===== src/rtl/keypad_scan4x4.sv =====
// 4x4 matrix keypad scanner. It drives one column low at a time, samples the
// synchronised rows on each scan tick, and debounces both press and release.
// For each accepted key it emits a hex code with a one-cycle valid pulse, and
// it keeps the last eight codes in a display-ready shift register.
// Optional auto-repeat while a key is held: define KEYPAD_REPEAT_EN.
module keypad_scan4x4 #(
  parameter int unsigned SCAN_DIV       = 25000,
  parameter int unsigned DEBOUNCE_TICKS = 16,
  parameter int unsigned REPEAT_TICKS   = 500
) (
  input  logic        Clk,
  input  logic        Rst_n,
  input  logic        En,
  input  logic [3:0]  row_in,
  output logic [3:0]  col_out,
  output logic [3:0]  key_code,
  output logic        key_valid,
  output logic        key_pressed,
  output logic [31:0] key_data
);

  localparam int unsigned TCW = (SCAN_DIV > 2) ? $clog2(SCAN_DIV) : 1;
  localparam int unsigned DCW = 8;

  // Reject parameter values that the counters cannot represent
  if (SCAN_DIV < 2 || DEBOUNCE_TICKS < 1 || DEBOUNCE_TICKS > 255 || REPEAT_TICKS < 1) begin : g_param_check
    $error("keypad_scan4x4: illegal parameter value");
  end

  typedef enum logic [1:0] {
    S_SCAN     = 2'd0,
    S_DEBOUNCE = 2'd1,
    S_HOLD     = 2'd2,
    S_RELEASE  = 2'd3
  } state_t;

  state_t           state_q, state_d;
  logic [1:0]       col_q, col_d;
  logic [1:0]       row_idx_q, row_idx_d;
  logic [DCW-1:0]   dcnt_q, dcnt_d;
  logic [3:0]       key_code_q, key_code_d;
  logic             key_valid_q, key_valid_d;
  logic             key_pressed_q, key_pressed_d;
  logic [31:0]      key_data_q, key_data_d;

  logic [3:0]       row_s1, row_s2;
  logic [TCW-1:0]   tcnt_q;
  logic             tick;
  logic             hit;
  logic [1:0]       hit_row;
  logic             latched_low;
  logic             emit;

`ifdef KEYPAD_REPEAT_EN
  localparam int unsigned RCW = $clog2(REPEAT_TICKS + 1);
  logic [RCW-1:0]   rcnt_q, rcnt_d;
`endif

  // Two-flop synchroniser for the asynchronous row pins
  always_ff @(posedge Clk or negedge Rst_n) begin
    if (!Rst_n) begin
      row_s1 <= 4'hF;
      row_s2 <= 4'hF;
    end else begin
      row_s1 <= row_in;
      row_s2 <= row_s1;
    end
  end

  // Scan tick divider, parked at zero while disabled
  always_ff @(posedge Clk or negedge Rst_n) begin
    if (!Rst_n) begin
      tcnt_q <= '0;
    end else if (!En || tcnt_q == TCW'(SCAN_DIV - 1)) begin
      tcnt_q <= '0;
    end else begin
      tcnt_q <= tcnt_q + TCW'(1);
    end
  end

  assign tick = En && (tcnt_q == TCW'(SCAN_DIV - 1));

  // Row priority encoder: the lowest-numbered low row wins
  always_comb begin
    hit_row = 2'd0;
    if (!row_s2[0])      hit_row = 2'd0;
    else if (!row_s2[1]) hit_row = 2'd1;
    else if (!row_s2[2]) hit_row = 2'd2;
    else if (!row_s2[3]) hit_row = 2'd3;
  end

  assign hit         = ~&row_s2;
  assign latched_low = ~row_s2[row_idx_q];

  // State and datapath registers
  always_ff @(posedge Clk or negedge Rst_n) begin
    if (!Rst_n) begin
      state_q       <= S_SCAN;
      col_q         <= 2'd0;
      row_idx_q     <= 2'd0;
      dcnt_q        <= '0;
      key_code_q    <= 4'd0;
      key_valid_q   <= 1'b0;
      key_pressed_q <= 1'b0;
      key_data_q    <= 32'd0;
    end else begin
      state_q       <= state_d;
      col_q         <= col_d;
      row_idx_q     <= row_idx_d;
      dcnt_q        <= dcnt_d;
      key_code_q    <= key_code_d;
      key_valid_q   <= key_valid_d;
      key_pressed_q <= key_pressed_d;
      key_data_q    <= key_data_d;
    end
  end

`ifdef KEYPAD_REPEAT_EN
  // Auto-repeat tick counter
  always_ff @(posedge Clk or negedge Rst_n) begin
    if (!Rst_n) rcnt_q <= '0;
    else        rcnt_q <= rcnt_d;
  end
`endif

  // Next-state logic: scan, debounce press, hold, debounce release
  always_comb begin
    state_d       = state_q;
    col_d         = col_q;
    row_idx_d     = row_idx_q;
    dcnt_d        = dcnt_q;
    key_code_d    = key_code_q;
    key_valid_d   = 1'b0;
    key_pressed_d = key_pressed_q;
    key_data_d    = key_data_q;
    emit          = 1'b0;
`ifdef KEYPAD_REPEAT_EN
    rcnt_d        = rcnt_q;
`endif

    if (!En) begin
      state_d       = S_SCAN;
      col_d         = 2'd0;
      dcnt_d        = '0;
      key_pressed_d = 1'b0;
    end else if (tick) begin
      case (state_q)
        S_SCAN: begin
          if (hit) begin
            row_idx_d = hit_row;
            dcnt_d    = DCW'(1);
            if (DEBOUNCE_TICKS == 1) begin
              emit    = 1'b1;
              state_d = S_HOLD;
            end else begin
              state_d = S_DEBOUNCE;
            end
          end else begin
            col_d = col_q + 2'd1;
          end
        end
        S_DEBOUNCE: begin
          if (hit && hit_row == row_idx_q) begin
            dcnt_d = dcnt_q + DCW'(1);
            if (dcnt_q + DCW'(1) == DCW'(DEBOUNCE_TICKS)) begin
              emit    = 1'b1;
              state_d = S_HOLD;
            end
          end else begin
            dcnt_d  = '0;
            col_d   = col_q + 2'd1;
            state_d = S_SCAN;
          end
        end
        S_HOLD: begin
          if (!latched_low) begin
            dcnt_d = DCW'(1);
            if (DEBOUNCE_TICKS == 1) begin
              key_pressed_d = 1'b0;
              col_d         = col_q + 2'd1;
              state_d       = S_SCAN;
            end else begin
              state_d = S_RELEASE;
            end
          end else begin
`ifdef KEYPAD_REPEAT_EN
            if (rcnt_q + RCW'(1) == RCW'(REPEAT_TICKS)) begin
              emit   = 1'b1;
              rcnt_d = '0;
            end else begin
              rcnt_d = rcnt_q + RCW'(1);
            end
`endif
          end
        end
        S_RELEASE: begin
          if (latched_low) begin
            dcnt_d  = '0;
            state_d = S_HOLD;
          end else begin
            dcnt_d = dcnt_q + DCW'(1);
            if (dcnt_q + DCW'(1) == DCW'(DEBOUNCE_TICKS)) begin
              dcnt_d        = '0;
              key_pressed_d = 1'b0;
              col_d         = col_q + 2'd1;
              state_d       = S_SCAN;
            end
          end
        end
        default: state_d = S_SCAN;
      endcase
    end

    // Accepted press or repeat: publish the code and shift it into history
    if (emit) begin
      key_valid_d   = 1'b1;
      key_code_d    = {row_idx_d, col_q};
      key_pressed_d = 1'b1;
      key_data_d    = {key_data_q[27:0], row_idx_d, col_q};
    end

`ifdef KEYPAD_REPEAT_EN
    // Repeat count restarts on every entry to or exit from HOLD
    if (state_q != S_HOLD || state_d != S_HOLD) rcnt_d = '0;
`endif
  end

  assign col_out     = En ? ~(4'(1) << col_q) : 4'hF;
  assign key_code    = key_code_q;
  assign key_valid   = key_valid_q;
  assign key_pressed = key_pressed_q;
  assign key_data    = key_data_q;

endmodule

===== config.mk =====
export PLATFORM = sky130hd
export DESIGN_NAME = keypad_scan4x4
export DESIGN_NICKNAME = d
export VERILOG_FILES = /design/src/rtl/keypad_scan4x4.sv
export SDC_FILE = /design/constraint.sdc
export NUM_CORES = 1
export LEC_CHECK = 0
export CAP_MARGIN = 0
export CORE_AREA = 2 2 83 85
export DETAILED_ROUTE_END_ITERATION = 8
export DIE_AREA = 0 0 85 87
export PLACE_DENSITY = 0.86
export SYNTH_ARGS = -nofsm -noshare
export SYNTH_HDL_FRONTEND = slang
export SYNTH_SLANG_ARGS = --single-unit

===== constraint.sdc =====
create_clock -name Clk -period 3.1 [get_ports Clk]
set_input_delay 0.465 -clock Clk [delete_from_list [all_inputs] [get_ports Clk]]
set_output_delay 0.465 -clock Clk [all_outputs]
set_load 0.01 [all_outputs]

==> results of run 1 <==
state kept, by name (all words and copies together) (netlist names), 2 cells and up:
register   count
state_q        2
row_s1         4
row_s2         4
col_q          2
key_data      29
row_idx_q      2
tcnt_q        15
dcnt_q         8
key_code       3
Yosys cell counts (2+ instances only):
| master | number | area, um2 |
|---|---|---|
| nor4_1 | 3 | 18.8 |
| nand3_1 | 10 | 50.1 |
| nand2_1 | 23 | 86.3 |
| and4_1 | 4 | 35.0 |
| dfrtp_1 | 63 | 1580 |
| mux2_2 | 31 | 349 |
| a211o_1 | 2 | 17.5 |
| a211oi_1 | 3 | 22.5 |
| nor3_1 | 2 | 10.0 |
| clkbuf_1 | 6 | 22.5 |
| nor2_1 | 19 | 71.3 |
| o21ai_0 | 12 | 60.1 |
| buf_6 | 3 | 33.8 |
| or3_1 | 4 | 25.0 |
| nor4bb_1 | 2 | 20.0 |
| xnor2_1 | 3 | 26.3 |
| and2_1 | 2 | 12.5 |
| nor2b_1 | 2 | 12.5 |
| a32o_1 | 3 | 30.0 |
| mux2i_1 | 2 | 20.0 |
| buf_4 | 4 | 30.0 |
| and3b_1 | 2 | 17.5 |
| ha_1 | 11 | 138 |
| nor4b_1 | 2 | 17.5 |
| nand2b_1 | 4 | 25.0 |
| a21o_1 | 3 | 22.5 |
| xor2_1 | 7 | 61.3 |
| nor3b_1 | 3 | 22.5 |
| dfstp_2 | 8 | 210 |
| a21oi_1 | 10 | 50.1 |
| and3_1 | 4 | 25.0 |
| nand4_1 | 7 | 43.8 |
| o211ai_1 | 3 | 22.5 |
| inv_1 | 11 | 41.3 |
layout make-up:
cell class | count | area share (%)
Clock buffer | 9 | 2.96
Clock inverter | 7 | 2.31
Inverter | 11 | 0.988
Multi-Input combinational cell | 204 | 36.4
Sequential cell | 71 | 42.8
Tap cell | 80 | 2.40
Timing Repair Buffer | 51 | 12.2
metal layers:
metal	up-vias	GRT usage [%]	part of all wire, %
li1	1177	-	-
met1	1235	24.6	41
met2	56	33.7	53
met3	18	3.03	2.9
met4	0	12.0	3.0
met5	-	0	0
worst min path at each step:
| stage | start | end | slack, ns |
|---|---|---|---|
| CTS | Rst_n | dcnt_q[3] | 0.34 |
| global route | row_s1[2] | row_s2[2] | 0.36 |
| finish | Rst_n | col_q[0] | 0.33 |
| detailed placement | row_s1[1] | row_s2[1] | 0.35 |
| floorplan | Rst_n | col_q[0] | 0.17 |
| global placement | row_s1[1] | row_s2[1] | 0.35 |
metrics by stage:
| step | utilization (%) | setup WS (ns) |
|---|---|---|
| 2_1_floorplan | - | 0.424 |
| 3_3_place_gp | 60.2 | 0.386 |
| 3_5_place_dp | 60.2 | 0.319 |
| 4_1_cts | 63.6 | 0.292 |
| 5_1_grt | 63.6 | 0.147 |
| 6_report | 63.6 | 0.283 |
worst max-delay path: cells and delay by family, from the launching register on:
kind                       cells  cell delay, ns
AOI/OAI and AO/OA              2            0.23
adders and majority gates      1            0.33
buffers and inverters          1            0.23
DFF                            1            0.48
muxes                          1            0.37
and+or+nand+nor                3            1.05
where the power goes:
part	leakage (nW)	switching [mW]	internal (mW)	total [mW]
Clock	0.114	0.350	0.455	0.805
Combinational	0.805	0.0343	0.0167	0.0510
Sequential	0.962	0.00911	0.938	0.948
kinds of logic (layout without fill, tap and decap cells):
family | after synthesis | count (layout) | synth area share, %
AND/OR/NAND/NOR | 98 | 98 | 15.8
multiplexers | 35 | 35 | 11.7
buffers and inverters | 25 | 78 | 3.86
XOR/XNOR | 10 | 10 | 2.55
flip-flops | 71 | 71 | 52.0
adder cells (fa/ha/maj) | 11 | 11 | 4.00
AO/OA/AOI/OAI | 50 | 50 | 10.1
==> impl_metrics.toml, run 1 <==
[routing]
dr.first_iter.drc_count = 158
drc_errors = 0
ant_nets = 0
finalWirelength_mm = 6.97
vias = 2486
avgRoutedWirePerCell_um = 16.1
first_pass_iters = 4
via_per_inst = 5.74

[critical_path]
regToRegSetupSlack_ns = 0.28
r2r_start = "dcnt_q[0]"
setup.worst_path.start = "dcnt_q[0]"
startpoint_type = "flip-flop"
crit_type = "flip-flop to flip-flop"
cp_slowest_cell = "or4b_1"
max_stage_delay_ns = 0.54
crit_path_end_kind = "flip-flop"
rr_worst_depth = 8
worstReg2RegEnd = "key_code[2]"
endpoint = "key_code[2]"
cp_cell_sequence = "ha_1 -> or4b_1 -> o31ai_1 -> o41ai_1 -> or2_4 -> nor3_4 -> buf_12 -> mux2_2"
crit_fanout = 34
critical_path_required_ns = 3.33
crit_arrival_ns = 3.04

[sta]
rsz0062_at_grt = "no"
fin_skew_ns = 0.00726
timing.fmax_mhz = 355
period_share_pct = 90.9
max-slew-margin-rel_pct = 40.9
timing.hold.ws_ns = 0.333
period_minus_slack_ns = 2.82
finalHoldViolCount = 0
slew_violations = 0
max_slew.worst_pin.slew_ns = 0.886
final.setup.tns_ns = 0
setup_violations = 0

[clock_network]
root_buffer = "clkbuf_8"
cts_setup_buffers = 0
path_clk_slew_ns = 0.07
cts_buffers = 9
hold_buffers = 0
clock_sinks = 71
clkLatencyLatePin_ns = 0.34
post_cts_resized = 0
ctsHtreeMaxLevel = 3
cts_tree = "done"
clk_path_buf_depth = 2

[synth]
synth_cells = 300
netlist_area_um2 = 3440
synth.distinct_cells = 56
ys_ff_latch = 71
syn-num-nets = 318
ys_warn_count = 0
synthArstFlopShare_pct = 100
synth_edf_count = 0
syn_avg_cell_area_um2 = 11.5
synth-seq-area-share_pct = 52.0
ys.flop_type = "dfrtp_1"

[layout]
layout.cells.most_common = "dfrtp_1"
mostFrequentLayoutCells = "dfrtp_1 (63), clkdlybuf4s50_1 (47), mux2_2 (31), nand2_1 (23), nor2_1 (19)"
final-seq-area_um2 = 1790
multi_input_area_um2 = 1520
fin_cells = 433
fin_area_um2 = 4180
drive_gt1_share_pct = 17.8
syn2layout_area_growth_pct = 21.5
num-nets-final = 366
fillers = 495
n_antenna_cell = 0

[placement]
port_buffers = 48
place_inst = 417
gp_congestion = 0.900
place_hpwl_mm = 4.89
place_area_um2 = 3960

[floorplanning]
num_rows = 30
core_um2 = 6570
die_y_um = 87
initial_core_util_pct = 52.3
die_w_um = 85
io_pins = 49
die_area_um2 = 7400

[power]
ir_drop_v = 0.000296
p_total_mw = 1.80
leakagePower_nw = 1.88
p_per_area_nw_per_um2 = 432

[global_route]
overflow = 0
antenna_found_initial = 0
grt_pass1_wl_mm = 11.5
grt_usage_pct = 20.1
grt_pass1_vias = 2375
grt_max_degree = 72

[run_status]
status = "complete, no violations"

[run]
drv_cap = 0

[worst_hold_path]
min_path_type = "input port to async pin"
Power figures use the tool's default switching activity.
==> run 2, diff against run 1 <==
CORE_AREA = 2 2 96 75   (was 2 2 83 85)
DIE_AREA = 0 0 98 77   (was 0 0 85 87)
PLACE_DENSITY = 0.77   (was 0.86)
==> impl_metrics.toml, run 2 (synthesis gave the netlist of run 1 again) <==
[run_status]
status = "complete, no violations"

[sta]
slew_violations = 0
max-slew-margin-rel_pct = 39.3
period_share_pct = 90.4
finalHoldViolCount = 0
setup_violations = 0
final.setup.tns_ns = 0
timing.fmax_mhz = 357
max_slew.worst_pin.slew_ns = 0.907
period_minus_slack_ns = 2.80
fin_skew_ns = 0.00809
rsz0062_at_grt = "no"

[power]
p_per_area_nw_per_um2 = 416
switching_share_pct = 23.2
clockPowerShare_pct = 42.5
p_total_mw = 1.74
ir_drop_v = 0.000291
leakagePower_nw = 1.87
p_seq_share_pct = 54.5
combPwrFrac_pct = 3.0
p_sw_mw = 0.403
p_int_mw = 1.33

[critical_path]
crit_family = "simple AND/OR/NAND/NOR gates"
cp_slowest_cell = "or4b_1"
critical_path_required_ns = 3.33
startpoint_type = "flip-flop"
r2r_start = "dcnt_q[0]"
crit_fanout = 34
worst-path-buf-inv = 1
setup.worst_path.start = "dcnt_q[0]"
crit_type = "flip-flop to flip-flop"
cp_cell_sequence = "ha_1 -> or4b_1 -> o31ai_1 -> o41ai_1 -> or2_4 -> nor3_4 -> buf_12 -> mux2_2"
crit_path_end_kind = "flip-flop"
regToRegSetupSlack_ns = 0.30
max_stage_delay_ns = 0.53
crit_arrival_ns = 3.03

[floorplanning]
die_area_um2 = 7550
core_um2 = 6600
io_pins = 49
die_w_um = 98
initial_core_util_pct = 52.1
num_rows = 26
die_y_um = 77

[clock_network]
ctsHtreeMaxLevel = 3
clk_path_buf_depth = 2
cts_buffers = 9
clock_sinks = 71
cts_setup_buffers = 0
hold_buffers = 0
path_clk_slew_ns = 0.08
root_buffer = "clkbuf_8"
cts_tree = "done"
post_cts_resized = 0
clkLatencyLatePin_ns = 0.35

[layout]
syn2layout_area_growth_pct = 21.3
drive_gt1_share_pct = 17.6
n_antenna_cell = 0
mostFrequentLayoutCells = "dfrtp_1 (63), clkdlybuf4s50_1 (47), mux2_2 (31), nand2_1 (23), nor2_1 (19)"
largest_register_ffs = 29
layout.cells.most_common = "dfrtp_1"
num-nets-final = 366
fillers = 519

[global_route]
grt_usage_pct = 19.2
overflow = 0
grt_pass1_wl_mm = 11.5
grt_max_degree = 72
grt_pass1_vias = 2409
antenna_found_initial = 0

[routing]
ant_nets = 0
avgRoutedWirePerCell_um = 14.9
finalWirelength_mm = 6.50
via_per_inst = 5.56
dr.first_iter.drc_count = 88
first_pass_iters = 5
drc_errors = 0
vias = 2428

[run]
drv_cap = 0

[placement]
gp_congestion = 0.838
port_buffers = 48
place_hpwl_mm = 4.56

[worst_hold_path]
min_path_type = "input port to async pin"
[run 2: cell type report]
| type | instances | area, um2 | share of cell area (%) |
|---|---|---|---|
| Sequential cell | 71 | 1790 | 42.8 |
| Clock buffer | 10 | 128 | 3.06 |
| Tap cell | 84 | 105 | 2.52 |
| Multi-Input combinational cell | 204 | 1520 | 36.4 |
| Clock inverter | 6 | 68.8 | 1.65 |
| Inverter | 11 | 41.3 | 0.990 |
| Timing Repair Buffer | 51 | 523 | 12.5 |
[run 2: through the flow]
stage          hold WS, ns  worst slack (ns)  utilization, %  instances  instance area [um2]
6_report             0.107             0.298            63.2        437                 4170
5_1_grt              0.118             0.167            63.2        437                 4170
4_1_cts              0.135             0.295            63.2        437                 4170
3_5_place_dp         0.347             0.318            60.2        421                 3980
3_3_place_gp         0.346             0.382            60.2        421                 3980
2_1_floorplan        0.169             0.424               -        300                 3440
[run 2: routing by layer]
layer | wire length [um] | vias to the layer above | global-route usage (%)
li1 | - | 1187 | -
met1 | 3020 | 1170 | 26.3
met2 | 3070 | 56 | 28.5
met3 | 252 | 15 | 5.01
met4 | 158 | 0 | 9.17
met5 | 0 | - | 0
[run 2: worst paths after layout]
path / end / depth (start not counted)
max in group asynchronous: row_s2[0] / 2
setup reg to reg: key_data[20] / 8
hold reg to reg: row_s2[2] / 0
min in group Clk: row_s2[2] / 0
hold / removal: dcnt_q[6] / 2
setup / recovery: key_data[20] / 8
[run 2: power groups by stage]
stage | Sequential, mW | Clock (mW) | Combinational, mW
finish | 0.947 | 0.737 | 0.0522
global route | 0.948 | 0.801 | 0.0605
CTS | 0.946 | 0.756 | 0.0542
detailed placement | 0.964 | 0 | 0.0539
global placement | 0.964 | 0 | 0.0532
floorplan | 0.962 | 0 | 0.0194
